**src/rtl/oddr_gearbox_pkg.sv**
```systemverilog
// Shared helpers for the DDR output gearbox: beat/phase sizing, ratio legality, lane commands.
package oddr_gearbox_pkg;

    typedef enum logic [1:0] {
        LANE_SHIFT = 2'd0,
        LANE_LOAD  = 2'd1,
        LANE_IDLE  = 2'd2
    } lane_op_e;

    function automatic int unsigned beats_of(input int unsigned ratio);
        return ratio / 2;
    endfunction

    function automatic int unsigned phase_width(input int unsigned ratio);
        return (ratio / 2 > 1) ? $clog2(ratio / 2) : 1;
    endfunction

    function automatic bit ratio_ok(input int unsigned ratio);
        return (ratio % 2 == 0) && (ratio >= 2) && (ratio <= 16);
    endfunction

endpackage

```
**src/rtl/oddr_gearbox_lane.sv**
```systemverilog
// One serial lane: RATIO-bit shift register emitting two bits per ECLK toward the DDR cell.
module oddr_gearbox_lane
    import oddr_gearbox_pkg::*;
#(
    parameter int unsigned RATIO      = 4,
    parameter bit          LSB_FIRST  = 1'b1,
    parameter logic        IDLE_VALUE = 1'b0
) (
    input  logic             ECLK,
    input  logic             RSTN,
    input  lane_op_e         op,
    input  logic [RATIO-1:0] word,
    output logic             q_rise,
    output logic             q_fall
);

    logic [RATIO-1:0] sr_q;
    logic [RATIO-1:0] load_word;
    logic [RATIO-1:0] shift_word;

    // Bit order is resolved at load time so the outgoing pair always sits in sr_q[1:0].
    always_comb begin
        load_word  = '0;
        shift_word = {RATIO{IDLE_VALUE}};
        for (int unsigned i = 0; i < RATIO; i++) begin
            load_word[i] = LSB_FIRST ? word[i] : word[RATIO-1-i];
        end
        for (int unsigned i = 0; i + 2 < RATIO; i++) begin
            shift_word[i] = sr_q[i+2];
        end
    end

    always_ff @(posedge ECLK or negedge RSTN) begin
        if (!RSTN) begin
            sr_q <= {RATIO{IDLE_VALUE}};
        end else begin
            case (op)
                LANE_LOAD: sr_q <= load_word;
                LANE_IDLE: sr_q <= {RATIO{IDLE_VALUE}};
                default:   sr_q <= shift_word;
            endcase
        end
    end

    assign q_rise = sr_q[0];
    assign q_fall = sr_q[1];

endmodule

```
**src/rtl/oddr_gearbox.sv**
```systemverilog
// Multi-channel output gearbox: parallel words in over valid/ready, rise/fall bit pairs out per ECLK.
module oddr_gearbox
    import oddr_gearbox_pkg::*;
#(
    parameter  int unsigned CHANNELS   = 4,
    parameter  int unsigned RATIO      = 4,
    parameter  bit          LSB_FIRST  = 1'b1,
    parameter  logic        IDLE_VALUE = 1'b0,
    localparam int unsigned PW         = phase_width(RATIO)
) (
    input  logic                      ECLK,
    input  logic                      RSTN,
    input  logic [CHANNELS*RATIO-1:0] S_DATA,
    input  logic                      S_VALID,
    output logic                      S_READY,
    input  logic                      SYNC,
    output logic [CHANNELS-1:0]       Q_RISE,
    output logic [CHANNELS-1:0]       Q_FALL,
    output logic [PW-1:0]             PHASE,
    output logic                      UNDERFLOW,
    output logic [15:0]               UNDERFLOW_CNT
);

    localparam int unsigned   BEATS      = beats_of(RATIO);
    localparam logic [PW-1:0] LAST_PHASE = PW'(BEATS - 1);

    if (!ratio_ok(RATIO)) begin : g_bad_ratio
        $error("oddr_gearbox: RATIO must be even and within 2..16");
    end

    logic [PW-1:0]             phase_q;
    logic                      hold_full_q;
    logic [CHANNELS*RATIO-1:0] hold_q;
    logic                      primed_q;
    logic                      uf_q;
    logic [15:0]               uf_cnt_q;
    logic                      boundary;
    logic                      accept;
    logic                      starved;
    lane_op_e                  lane_op;

    assign boundary = (phase_q == LAST_PHASE) || SYNC;
    assign S_READY  = RSTN && (!hold_full_q || boundary);
    assign accept   = S_VALID && S_READY;
    assign starved  = boundary && !hold_full_q;

    always_comb begin
        lane_op = LANE_SHIFT;
        if (boundary) begin
            lane_op = hold_full_q ? LANE_LOAD : LANE_IDLE;
        end
    end

    // Lanes sample the old hold_q on a boundary, so a same-edge accept safely overwrites it.
    always_ff @(posedge ECLK or negedge RSTN) begin
        if (!RSTN) begin
            phase_q     <= LAST_PHASE;
            hold_full_q <= 1'b0;
            hold_q      <= '0;
            primed_q    <= 1'b0;
            uf_q        <= 1'b0;
            uf_cnt_q    <= '0;
        end else begin
            phase_q  <= boundary ? '0 : phase_q + 1'b1;
            primed_q <= primed_q | accept;
            uf_q     <= starved && primed_q;
            if (starved && primed_q && (uf_cnt_q != '1)) begin
                uf_cnt_q <= uf_cnt_q + 16'd1;
            end
            if (accept) begin
                hold_q      <= S_DATA;
                hold_full_q <= 1'b1;
            end else if (boundary) begin
                hold_full_q <= 1'b0;
            end
        end
    end

    for (genvar c = 0; c < CHANNELS; c++) begin : g_lane
        oddr_gearbox_lane #(
            .RATIO      (RATIO),
            .LSB_FIRST  (LSB_FIRST),
            .IDLE_VALUE (IDLE_VALUE)
        ) u_lane (
            .ECLK   (ECLK),
            .RSTN   (RSTN),
            .op     (lane_op),
            .word   (hold_q[c*RATIO +: RATIO]),
            .q_rise (Q_RISE[c]),
            .q_fall (Q_FALL[c])
        );
    end

    assign PHASE         = phase_q;
    assign UNDERFLOW     = uf_q;
    assign UNDERFLOW_CNT = uf_cnt_q;

endmodule

```
**config.mk**
```make
export PLATFORM = sky130hd
export DESIGN_NAME = oddr_gearbox
export DESIGN_NICKNAME = d
export VERILOG_FILES = /design/src/rtl/oddr_gearbox_pkg.sv /design/src/rtl/oddr_gearbox_lane.sv /design/src/rtl/oddr_gearbox.sv
export SDC_FILE = /design/constraint.sdc
export NUM_CORES = 1
export LEC_CHECK = 0
export CAP_MARGIN = 40
export CELL_PAD_IN_SITES_DETAIL_PLACEMENT = 1
export CELL_PAD_IN_SITES_GLOBAL_PLACEMENT = 2
export CORE_UTILIZATION = 30
export DETAILED_ROUTE_END_ITERATION = 16
export GPL_ROUTABILITY_DRIVEN = 0
export PLACE_DENSITY = 0.82
export SYNTH_ARGS = -nofsm -noshare
export SYNTH_HDL_FRONTEND = slang
export SYNTH_SLANG_ARGS = --single-unit
```
**constraint.sdc**
```tcl
create_clock -name ECLK -period 1.5 [get_ports ECLK]
set_input_delay 0.15 -clock ECLK [delete_from_list [all_inputs] [get_ports ECLK]]
set_output_delay 0.15 -clock ECLK [all_outputs]
set_load 0.005 [all_outputs]
```
==> impl_metrics.ini, run 1 <==
[critical_path]
max_stage_delay_ns = 0.43
end_kind = register
cpLargestDelayFamily = flip-flops
crit_required_ns = 1.70
r2r_start = UNDERFLOW_CNT[1]
startpoint = UNDERFLOW_CNT[1]
arrival_ns = 1.77
crit_buf_inv = 1
start_kind = register
crit_type = register to register
critPathSlowestCell = dfrtp_1
crit_path_cell_trace = ha_4 > nand3_4 > nor3_4 > buf_6 > a21oi_4 > mux2_4
critPathMaxFanout = 4

[cells_and_area]
layout_commonest_cell = dfrtp_1
diodes = 0
fin_cells = 359
layout_common_cells = 51 x dfrtp_1, 35 x clkdlybuf4s50_1, 28 x buf_4
area_growth_pct = 51.1
final_nets = 280
design_area_mm2 = 0.00336
drive_above_1_share_pct = 37.3

[min_path]
min_path_type = input port to asynchronous set/reset pin

[yosys]
synth_area_per_cell_um2 = 12.2
ys_ff_latch = 52
async_flop_share_pct = 100
synth_fp_nets = 203
synthFlopType = dfrtp_1
netlist_area_mm2 = 0.00222
synth_cells = 182
yosysTopAreaCellShare_pct = 57.4
synth_seq_area_share_pct = 58.6
synth_cell_types = 35
synth_edf_count = 0
yosys_warnings = 0
yosysTopAreaCell = dfrtp_1
yosys-top-cells-area = dfrtp_1 57%, mux2_2 9.1%, xor2_1 4.7%, nand2_1 4.1%, nand3_1 3.4%

[clock_network]
cts_tree = yes
clockRootBuffer = clkbuf_8
cts_buffers = 5
clk_pin_slew_worst_paths_ns = 0.09
clock_latency_ns = 0.30
clockBufferDepth = 2
numClockSinks = 52
htree_levels = 2

[sta]
hold_violations = 0
grt_setup_unrepaired = true
min_period_ns = 1.58
worstMarginPinSlew_ns = 0.660
finalSetupViolCount = 11
fmax_mhz = 634
slew_violations = 0
setup_ws_ns = -0.0772
finalCritPeriodShare_pct = 105
timing.hold.ws_ns = 0.0375
relSlewSlack_pct = 56.0
clock-skew-final_ns = 0.00370

[power]
vdd_drop_max_v = 0.000508
total_power_uw = 3830
cellPowerDensity_mw_per_mm2 = 1140
p_leak_uw = 0.00162

[floorplan]
row_count = 31
dieArea_mm2 = 0.00776
die_h_um = 88.1
die_w_um = 88.1
coreArea_mm2 = 0.00721
ios = 47
initial_core_util_pct = 30.8

[drt]
routed_via_density = 4.54
first_iter_violations = 75
post-route-drc-count = 0
vias = 1631
drt.antenna.violating_nets = 0
wl_um = 5380
dr.pass1.iters = 4
wl_per_cell_um = 15.0

[place]
io_buffers = 46
placed_area_mm2 = 0.00302
hpwl_um = 3620
dp_slack_ns = -0.254
placedCellCount = 345

[outcome]
violations = setup timing
status = finished, violations left

[global_routing]
grt_first_pass_wirelength_um = 8370
grt_max_degree = 53
grt_pass1_vias = 1718
track_usage_pct = 14.3
grt_overflow = 0
antenna_found_initial = 0

[flow_run]
maxCapViolCount = 0
## area by class of cell
type | count | area, µm²
Clock buffer | 6 | 72.6
Tap cell | 99 | 124
Multi-Input combinational cell | 113 | 1000
Fill cell | 773 | 3860
Clock inverter | 2 | 38.8
Sequential cell | 52 | 1300
Inverter | 2 | 7.51
Timing Repair Buffer | 85 | 808
## final timing paths
path	endpoint	slack, ns	cells after the start
worst max-delay path	UNDERFLOW_CNT[1]	-0.08	6
worst min-delay path	g_lane[3].u_lane.sr_q[3]	0.04	2
worst max register to register	UNDERFLOW_CNT[1]	-0.08	6
worst min register to register	g_lane[3].u_lane.sr_q[1]	0.45	2
max in group asynchronous	g_lane[2].u_lane.sr_q[3]	1.04	2
min in group ECLK	hold_q[4]	0.45	2
## synthesized netlist by cell type, types with 2 or more instances
master and n:
dfrtp_1 51, nand2_1 24, clkbuf_1 3, inv_1 2
mux2_2 18, a21oi_1 3, and3_1 10, nor3_1 2
nand4_1 3, xor2_1 12, a211oi_1 3, a2111oi_2 2
nand2b_1 2, nand3_1 15, buf_4 9, nand2_2 2
nor4_2 3
## power breakdown
| group | switching, µW | total, µW | internal (µW) | leakage [µW] |
|---|---|---|---|---|
| clock | 467 | 972 | 505 | 0.0000558 |
| combinational | 467 | 1100 | 633 | 0.000903 |
| sequential | 150 | 1760 | 1610 | 0.000660 |
## worst reg2reg max path, delay by kind of cell (launching register included)
kind                       cells  cell delay, ns
muxes                          1            0.31
AOI/OAI and AO/OA              1            0.06
DFF                            1            0.43
buffers and inverters          1            0.16
adders and majority gates      1            0.19
and+or+nand+nor                2            0.34
## registers in the layout (all words and copies together), names as in the netlist
register	flops
UNDERFLOW	1
hold_full_q	1
UNDERFLOW_CNT	16
hold_q	16
PHASE	1
primed_q	1
g_lane.u_lane.sr_q	16
## cell families (layout without fill, tap and decap cells)
group / after synthesis / after routing / synth area share (%)
adder cells (fa/ha/maj): 1 / 1 / 0.563
buffers and inverters: 17 / 95 / 4.79
XOR/XNOR: 12 / 12 / 4.73
AO/OA/AOI/OAI: 11 / 11 / 4.00
flip-flops: 52 / 52 / 58.6
multiplexers: 19 / 19 / 9.80
AND/OR/NAND/NOR: 70 / 70 / 17.5
## layer usage
layer  wire (µm)  track usage (%)  share of wire, %  up-vias
met2        2790             25.7                52       29
met1        2340             17.3                44      817
met5           0                0                 0        -
li1            -                -                 -      779
met4          78             3.52               1.4        0
met3         175             3.11               3.3        6
## repair_timing
action                                 CTS  global route
setup endpoints to repair               35            43
pin swaps                                9             7
buffers inserted                         6             0
gates resized for setup                 19            25
endpoints found under the hold margin    0             0
cloned                                   0             0
hold buffers                             0             0
## through the flow
| step | utilization (%) | setup TNS, ns |
|---|---|---|
| 2_1_floorplan | - | -0.0932 |
| 3_3_place_gp | 41.8 | -4.27 |
| 3_5_place_dp | 41.8 | -5.16 |
| 4_1_cts | 45.2 | -0.474 |
| 5_1_grt | 46.5 | -1.71 |
| 6_report | 46.5 | -0.389 |
Power figures use the tool's default switching activity.
==> inputs of run 2 (changes only) <==
MAX_ROUTING_LAYER = met4   (was default)
==> impl_metrics.ini, run 2 (synthesized netlist as in run 1, its figures left out) <==
[outcome]
status = finished, violations left
violations = setup timing

[sta]
worstMarginPinSlew_ns = 0.655
finalCritPeriodShare_pct = 105
grt_setup_unrepaired = true
relSlewSlack_pct = 56.4
hold_violations = 0
tns_ns = -0.418
fmax_mhz = 633
finalSetupViolCount = 11
clock-skew-final_ns = 0.00426
min_period_ns = 1.58
slew_violations = 0
setup_ws_ns = -0.0797

[floorplan]
die_h_um = 88.1
row_count = 31
ios = 47
initial_core_util_pct = 30.8
dieArea_mm2 = 0.00776
die_w_um = 88.1
coreArea_mm2 = 0.00721

[global_routing]
grt_first_pass_wirelength_um = 8360
grt_max_degree = 53
grt_pass1_vias = 1722
track_usage_pct = 14.7
grt_overflow = 0
antenna_found_initial = 0

[cells_and_area]
design_area_mm2 = 0.00336
layout_commonest_cell = dfrtp_1
final_core_util_pct = 46.5
drive_above_1_share_pct = 37.3
diodes = 0
area_growth_pct = 51.1
final_nets = 280
layout_common_cells = 51 x dfrtp_1, 35 x clkdlybuf4s50_1, 28 x buf_4
fin_cells = 359

[place]
placedCellCount = 345
placed_area_mm2 = 0.00302
io_buffers = 46
hpwl_um = 3620

[flow_run]
maxCapViolCount = 0

[power]
total_power_uw = 3840
vdd_drop_max_v = 0.000509
p_leak_uw = 0.00162
cellPowerDensity_mw_per_mm2 = 1140

[critical_path]
cpLargestDelayFamily = flip-flops
crit_buf_inv = 1
crit_path_cell_trace = ha_4 > nand3_4 > nor3_4 > buf_6 > a21oi_4 > mux2_4
max_stage_delay_ns = 0.43
critPathSlowestCell = dfrtp_1
crit_required_ns = 1.70
arrival_ns = 1.78
end_kind = register
critPathMaxFanout = 4
start_kind = register
crit_type = register to register

[clock_network]
cts_buffers = 5
numClockSinks = 52
htree_levels = 2
clockRootBuffer = clkbuf_8
clk_pin_slew_worst_paths_ns = 0.10
clock_latency_ns = 0.31
clockBufferDepth = 2
cts_tree = yes
ctsHoldBuffers = 0

[drt]
wl_per_cell_um = 15.0
dr.pass1.iters = 4
routed_via_density = 4.58
post-route-drc-count = 0
first_iter_violations = 73
vias = 1643
wl_um = 5400
drt.antenna.violating_nets = 0

[min_path]
min_path_type = input port to asynchronous set/reset pin
run 2: cell counts in the layout (fill, tap and decap cells not counted):
No cell type changed its count.
run 2: final timing paths:
kind,from,end,slack [ns],cells past startpoint
min,RSTN,g_lane[3].u_lane.sr_q[3],0.03,2
max,UNDERFLOW_CNT[1],UNDERFLOW_CNT[1],-0.08,6
min reg2reg,g_lane[3].u_lane.sr_q[3],g_lane[3].u_lane.sr_q[1],0.45,2
min in group ECLK,S_DATA[4],hold_q[4],0.45,2
max reg2reg,UNDERFLOW_CNT[1],UNDERFLOW_CNT[1],-0.08,6
max in group asynchronous,RSTN,g_lane[2].u_lane.sr_q[3],1.04,2
run 2: metal layers:
metal,global-route usage [%],part of all wire [%],up-vias
met1,17.6,44,827
li1,-,-,779
met5,-,0,-
met2,25.7,52,31
met3,2.64,2.9,6
met4,3.52,1.4,0
run 2: area by class of cell:
cell class | count | area, µm²
fillers | 773 | 3860
flip-flops and latches | 52 | 1300
multi-input cells | 113 | 1000
repair buffers | 85 | 808
well taps | 99 | 124
clock buffers | 6 | 72.6
clock inverters | 2 | 38.8
inverters | 2 | 7.51
run 2: power breakdown:
group	switching, µW	internal (µW)
clock network	470	505
registers	150	1610
logic	472	634
run 2: metrics by stage:
step           hold slack [ns]  worst slack (ns)
2_1_floorplan           -0.146           -0.0737
3_3_place_gp             0.379            -0.196
3_5_place_dp             0.385            -0.254
4_1_cts                 0.0489           -0.0742
5_1_grt                 0.0686            -0.133
6_report                0.0334           -0.0797
run 2: worst reg2reg max path, stage by stage (launching register included):
cell and delay (ns):
dfrtp_1 0.43, ha_4 0.19, nand3_4 0.10, nor3_4 0.23, buf_6 0.16, a21oi_4 0.06, mux2_4 0.31
run 2: repair_timing:
| item | 4_1_cts | 5_1_grt |
|---|---|---|
| setup endpoints to repair | 35 | 43 |
| pin swaps | 9 | 7 |
| setup buffers | 6 | 0 |
| gates resized for setup | 19 | 25 |
